--- src/rtl/puf_pkg.sv ---
// Shared PUF random-stream constants and transmitter state encoding.
// Health tests import the same block length and counter width.
package puf_pkg;

  localparam int PUF_W  = 32;
  localparam int PUF_N  = 20000;
  localparam int PUF_CW = 15;

  typedef enum logic [1:0] {
    EMPTY = 2'd0,
    SHIFT = 2'd1,
    PAUSE = 2'd2
  } tx_state_t;

endpackage

--- src/rtl/bitstream_tx_if.sv ---
// Word handshake in, framed serial bit stream out.
// master drives words, slave is the transmitter.
interface bitstream_tx_if
  import puf_pkg::*;
#(
  parameter int W  = PUF_W,
  parameter int CW = PUF_CW
);

  logic [W-1:0]  word_in;
  logic          word_valid;
  logic          word_ready;
  logic          rand_bit;
  logic          bit_valid;
  logic          block_start;
  logic          block_end;
  logic [CW-1:0] bit_count;
  logic          underrun;

  modport master (
    output word_in, word_valid,
    input  word_ready, rand_bit, bit_valid,
    input  block_start, block_end,
    input  bit_count, underrun
  );

  modport slave (
    input  word_in, word_valid,
    output word_ready, rand_bit, bit_valid,
    output block_start, block_end,
    output bit_count, underrun
  );

endinterface

--- src/rtl/block_framer.sv ---
// Block position counter driven by a bit-emit strobe.
// Outputs line up with the registered bit they describe.
module block_framer
  import puf_pkg::*;
#(
  parameter int N  = PUF_N,
  parameter int CW = PUF_CW
) (
  input  logic          clk,
  input  logic          rst,
  input  logic          emit,
  output logic [CW-1:0] bit_count,
  output logic          block_start,
  output logic          block_end
);

  localparam logic [CW-1:0] LAST = CW'(N - 1);

  logic [CW-1:0] idx;
  logic [CW-1:0] idx_nxt;

  assign idx_nxt = (idx == LAST) ? '0 : idx + CW'(1);

  // idx is the index the next emitted bit will carry
  always_ff @(posedge clk or negedge rst) begin
    if (!rst) begin
      idx         <= '0;
      bit_count   <= '0;
      block_start <= 1'b0;
      block_end   <= 1'b0;
    end else begin
      block_start <= emit & (idx == '0);
      block_end   <= emit & (idx == LAST);
      if (emit) begin
        bit_count <= idx;
        idx       <= idx_nxt;
      end
    end
  end

endmodule

--- src/rtl/bitstream_tx.sv ---
// Parallel word to MSB-first serial bit stream with block framing.
// SR shifts out, HR holds one word so refill is gap-free.
module bitstream_tx
  import puf_pkg::*;
#(
  parameter int W  = PUF_W,
  parameter int N  = PUF_N,
  parameter int CW = PUF_CW
) (
  input logic           clk,
  input logic           rst,
  input logic           en,
  bitstream_tx_if.slave bus
);

  localparam int KW = $clog2(W + 1);

  tx_state_t     state;
  tx_state_t     state_nxt;
  logic [W-1:0]  sr;
  logic [W-1:0]  hr;
  logic [KW-1:0] cnt;
  logic          hr_full;
  logic          emit;
  logic          last;
  logic          slot;
  logic          ready;
  logic          take;
  logic          ld_hr;
  logic          ld_in;
  logic          rand_q;
  logic          valid_q;
  logic          und_q;
  logic [CW-1:0] cnt_q;
  logic          start_q;
  logic          end_q;

  assign emit  = en & (state != EMPTY);
  assign last  = emit & (cnt == KW'(1));
  // SR can take a word when empty or when its last bit leaves now
  assign slot  = (state == EMPTY) | last;
  assign ready = ~hr_full | slot;
  assign take  = bus.word_valid & ready;
  assign ld_hr = hr_full & slot;
  assign ld_in = take & ~hr_full & slot;

  always_comb begin
    state_nxt = state;
    unique case (state)
      EMPTY: begin
        if (hr_full | take)
          state_nxt = SHIFT;
      end
      SHIFT, PAUSE: begin
        if (!en)
          state_nxt = PAUSE;
        else if (last & ~hr_full & ~take)
          state_nxt = EMPTY;
        else
          state_nxt = SHIFT;
      end
      default: state_nxt = EMPTY;
    endcase
  end

  always_ff @(posedge clk or negedge rst) begin
    if (!rst)
      state <= EMPTY;
    else
      state <= state_nxt;
  end

  always_ff @(posedge clk or negedge rst) begin
    if (!rst) begin
      sr      <= '0;
      hr      <= '0;
      cnt     <= '0;
      hr_full <= 1'b0;
      rand_q  <= 1'b0;
      valid_q <= 1'b0;
      und_q   <= 1'b0;
    end else begin
      if (ld_hr) begin
        sr  <= hr;
        cnt <= KW'(W);
      end else if (ld_in) begin
        sr  <= bus.word_in;
        cnt <= KW'(W);
      end else if (emit) begin
        sr  <= sr << 1;
        cnt <= cnt - 1'b1;
      end
      if (take & ~ld_in)
        hr <= bus.word_in;
      if (ld_hr)
        hr_full <= take;
      else if (take & ~ld_in)
        hr_full <= 1'b1;
      if (emit)
        rand_q <= sr[W-1];
      valid_q <= emit;
      if (en & valid_q & ~emit)
        und_q <= 1'b1;
    end
  end

  block_framer #(
    .N  (N),
    .CW (CW)
  ) u_framer (
    .clk         (clk),
    .rst         (rst),
    .emit        (emit),
    .bit_count   (cnt_q),
    .block_start (start_q),
    .block_end   (end_q)
  );

  assign bus.word_ready  = ready;
  assign bus.rand_bit    = rand_q;
  assign bus.bit_valid   = valid_q;
  assign bus.underrun    = und_q;
  assign bus.bit_count   = cnt_q;
  assign bus.block_start = start_q;
  assign bus.block_end   = end_q;

endmodule

--- src/flat_wrapper.sv ---
// flat-port wrapper written by rule: the top's interface ports become plain ports
module bitstream_tx_flat import puf_pkg::*;
#(
  parameter int W  = PUF_W,
  parameter int N  = PUF_N,
  parameter int CW = PUF_CW
)
  (clk, rst, en, bus_word_in, bus_word_valid, bus_word_ready, bus_rand_bit, bus_bit_valid, bus_block_start, bus_block_end, bus_bit_count, bus_underrun);
  bitstream_tx_if #(.W(W), .CW(CW)) bus_i ();
  input logic clk;
  input logic rst;
  input logic en;
  input wire logic [$bits(bus_i.word_in)-1:0] bus_word_in;
  input wire logic [$bits(bus_i.word_valid)-1:0] bus_word_valid;
  output wire logic [$bits(bus_i.word_ready)-1:0] bus_word_ready;
  output wire logic [$bits(bus_i.rand_bit)-1:0] bus_rand_bit;
  output wire logic [$bits(bus_i.bit_valid)-1:0] bus_bit_valid;
  output wire logic [$bits(bus_i.block_start)-1:0] bus_block_start;
  output wire logic [$bits(bus_i.block_end)-1:0] bus_block_end;
  output wire logic [$bits(bus_i.bit_count)-1:0] bus_bit_count;
  output wire logic [$bits(bus_i.underrun)-1:0] bus_underrun;
  assign bus_i.word_in = bus_word_in;
  assign bus_i.word_valid = bus_word_valid;
  assign bus_word_ready = bus_i.word_ready;
  assign bus_rand_bit = bus_i.rand_bit;
  assign bus_bit_valid = bus_i.bit_valid;
  assign bus_block_start = bus_i.block_start;
  assign bus_block_end = bus_i.block_end;
  assign bus_bit_count = bus_i.bit_count;
  assign bus_underrun = bus_i.underrun;
  bitstream_tx #(.W(W), .N(N), .CW(CW)) u_core (.clk(clk), .rst(rst), .en(en), .bus(bus_i));
endmodule
--- config.mk ---
export PLATFORM = sky130hd
export DESIGN_NAME = bitstream_tx_flat
export DESIGN_NICKNAME = d
export VERILOG_FILES = /design/src/rtl/puf_pkg.sv /design/src/rtl/bitstream_tx_if.sv /design/src/rtl/block_framer.sv /design/src/rtl/bitstream_tx.sv /design/src/flat_wrapper.sv
export SDC_FILE = /design/constraint.sdc
export NUM_CORES = 1
export LEC_CHECK = 0
export ABC_CLOCK_PERIOD_IN_PS = 3840
export BUFFER_PORTS_ARGS = -buffer_cell sky130_fd_sc_hd__buf_4
export CORE_MARGIN = 3
export CORE_UTILIZATION = 45
export DETAILED_ROUTE_END_ITERATION = 6
export MAX_ROUTING_LAYER = met4
export PLACE_DENSITY_LB_ADDON = 0.3
export REMOVE_ABC_BUFFERS = 1
export SETUP_SLACK_MARGIN = 0.02
export SLEW_MARGIN = 20
export SYNTH_ARGS = -nofsm -noshare
export SYNTH_HDL_FRONTEND = slang
export SYNTH_HIERARCHICAL = 1
export SYNTH_SLANG_ARGS = --single-unit
export TNS_END_PERCENT = 30
--- constraint.sdc ---
create_clock -name clk -period 3.84 [get_ports clk]
set_input_delay 0.576 -clock clk [delete_from_list [all_inputs] [get_ports clk]]
set_output_delay 0.576 -clock clk [all_outputs]
set_load 0.05 [all_outputs]
==> summary.txt <==
Job
  – Max cap viols: 0

Logic synthesis
  – Synth Area in XOR/XNOR: 0.02788
  – Register bit total from synthesis: 108
  – Sequential share of the synthesized area: 0.4779
  – Top FF cell, synth: dfrtp_1
  – Mux contribution to synthesized area: 0.09735
  – Ys Warns: 6
  – Yosys cell types: 45
  – Simple-gate area share of the yosys netlist: 0.09690
  – Post-synth EDFFs: 0
  – Ys async rst share: 1.000
  – Post-Synth Adder-Cell Area: 0.01504
  – Mapped Area: 0.005655 mm²
  – Gate Count Post-Synth: 537
  – Combinational family with the most area after synthesis: compound AO/OA/AOI/OAI gates
  – Post-synthesis area per instance: around 11 µm²
  – Synth Area in Compound Gates: 0.2252

STA
  – Hold_ws: 0.3150 ns
  – Setup TNS: 0 ns
  – Fin crit share: 0.7330
  – RSZ-0062 raised after global routing: no
  – Slew Limit Fails: 0
  – Skew final: 0.006271 ns
  – Hold Vio Cnt, Final: 0
  – Max Clk Rate: 355.3 MHz
  – Final setup violation count: 0
  – Actual slew at the worst max-slew pin: 0.9541 ns
  – Slew HR: 0.3615
  – Tmin final: around 2.8 ns

Layout
  – Final nets: 617
  – Non-Filler Instances: 748
  – Fillers: 1084
  – Area grow syn2layout: 15.55%
  – Seq. cell area: 0.002703 mm²
  – Design area: 0.006535 mm²
  – Share of cells above drive strength 1: 0.2534
  – Antenna diodes: 0
  – Multi-input gate area: about 0.0026 mm²

Power
  – Leakage: 2.999 nW
  – Design Power: between 5 and 6 mW
  – Power Density: between 800 and 900 mW/mm²
  – Peak VDD IR: 0.4492 mV

Placed design
  – Placed cells: 732
  – Final HPWL DP: 8189 µm
  – Port Buffer Count: 56
  – Placer congestion estimate: between 0.7 and 0.8
  – Cell Area, Placed: 0.006227 mm²

Route
  – Final WL: between 10000 and 15000 µm
  – WL/cell: approximately 18 µm
  – Post-route ant nets: 0
  – DRC: 0
  – TritonRoute pass-1 iters: 5
  – Via count: 4336
  – Drt initial violations: 305
  – Vias per cell: 5.797

Clocking
  – Clk sinks: 108
  – Total CTS buffers: 9
  – Clock Tree Root: clkbuf_16
  – Post-CTS Setup Repair Bufs: 0
  – Hold Buf Count CTS: 0
  – Resized cells post-CTS: 0
  – CTS clock-pin slew for the worst setup and hold paths: 0.07 ns
  – Clk buf depth: 2
  – Clock Latency Late Sink: 0.35 ns
  – H-tree Lvls: 3
  – CTS tree: built

Critical path
  – CP Launch Point: u_core/state[0]
  – Crit start category: register
  – Critical path required time: 3.26 ns
  – Critical path endpoint category: primary output
  – CP max FO: 13
  – Crit Reg-Reg Startpoint: u_core/state[0]
  – Reg2Reg Depth: 7
  – R2R setup slack: 1.18 ns
  – Crit path DAT: 2.24 ns
  – R2r endpoint: u_core/hr[22]
  – Crit Path Category: register to primary output

Global route
  – Total congestion overflow: 0
  – First-pass GRT wire length: about 23000 µm
  – Initial antenna violation count: 0
  – Vias in the first global route: between 4000 and 5000
  – Largest net degree at the start of global routing: 63
  – Total global-route track usage: 0.2045

Die
  – Number of I/O pins: 57
  – Core area: 0.01216 mm²
  – DIE AREA: 0.01395 mm²
  – Initial Util: 0.4650
  – Die W: approximately 120 µm
  – Die Ht: around 120 µm
  – # rows: 40

Run status
  – Status: completed

Worst hold path
  – Hold Crit Class: input port to asynchronous set/reset pin
==> layout by cell type (no fill, tap or decap), types with 2 or more instances in the layout <==
cell / n
nor3_1: 3
nand3_1: 7
o21ai_0: 4
nor4_1: 5
dfrtp_1: 108
mux2_2: 47
a22o_1: 31
o21a_1: 31
and3_1: 3
and4_1: 3
buf_4: 70
nor4_2: 2
inv_1: 39
nand2_1: 42
a21oi_2: 3
ha_1: 6
nor2_1: 22
nand4_4: 2
xor2_1: 6
xnor2_1: 12
inv_6: 3
clkbuf_16: 9
o211ai_1: 31
a211o_1: 31
a21oi_1: 31
a211oi_1: 2
nand4_1: 4
==> per-layer routing <==
| layer | vias to the layer above | track usage | part of all wire |
|---|---|---|---|
| met5 | - | - | 0 |
| met1 | 2189 | 0.2551 | 0.44 |
| met2 | 123 | 0.3323 | 0.49 |
| li1 | 2006 | - | - |
| met4 | 0 | 0.06740 | 0.010 |
| met3 | 18 | 0.04421 | 0.056 |
==> stage by stage <==
stage               worst slack, ns    util
floorplan                   0.09673       -
global placement              1.179  0.5120
detailed placement            1.182  0.5120
CTS                          0.9939  0.5373
global route                 0.8520  0.5373
finish                        1.025  0.5373
==> logic make-up after synthesis <==
kind of cell	count (synthesis)
AOI/OAI and AO/OA	171
xor gates and xnor gates	18
adders and majority gates	7
buffers and inverters	82
DFF	108
muxes	49
and+or+nand+nor	102
==> report_power, final <==
| part | switching (mW) | internal (mW) |
|---|---|---|
| Sequential | 0.351 | 1.61 |
| Combinational | 1.45 | 1.23 |
| Clock | 0.436 | 0.530 |
==> cells in the mapped netlist, drive strengths merged (4+ instances only) <==
cell,count,area (µm²)
ha,6,75.07
mux2,48,540.5
nand2,42,157.7
and4,4,36.29
nor4,7,56.30
dfrtp,108,2703
o21ai,6,33.78
o21a,31,232.7
a21oi,34,173.9
nor2,22,82.58
nand4,6,67.56
xnor2,12,105.1
nand3,7,35.03
xor2,6,52.55
a22o,31,271.5
clkbuf,33,123.9
a211o,31,271.5
inv,39,146.4
buf,10,67.56
o211ai,31,232.7
==> final cells by class <==
cell class,instances,share of cell area
clock buffer,10,0.03657
inverter,39,0.02240
timing repair buffer,70,0.08041
clock inverter,6,0.01053
sequential,108,0.4136
multi-input combinational,347,0.4044
tap,168,0.03217
==> critical path, stage by stage (launching register included) <==
cell and delay, ns:
dfrtp_1 0.38, inv_1 0.06, ha_1 0.23, nor4b_4 0.77
a21oi_2 0.12, nand2_1 0.12, buf_4 0.20
==> state kept, by name (all words and copies together) (netlist names) <==
| register | flops |
|---|---|
| u_core/bus.underrun | 1 |
| u_core/bus.bit_valid | 1 |
| u_core/u_framer/bit_count | 15 |
| u_core/bus.rand_bit | 1 |
| u_core/hr_full | 1 |
| u_core/sr | 32 |
| u_core/hr | 32 |
| u_core/u_framer/block_end | 1 |
| u_core/cnt | 6 |
| u_core/u_framer/idx | 15 |
| u_core/u_framer/block_start | 1 |
| u_core/state | 2 |
==> how the worst max path moves through the flow <==
stage,depth (start not counted),end
5_1_grt,6,bus_word_ready
4_1_cts,6,bus_word_ready
6_report,6,bus_word_ready
2_1_floorplan,6,u_core/hr[0]
3_3_place_gp,6,u_core/hr[25]
3_5_place_dp,6,u_core/hr[26]
Note: power is estimated with default switching activity, not from simulation.
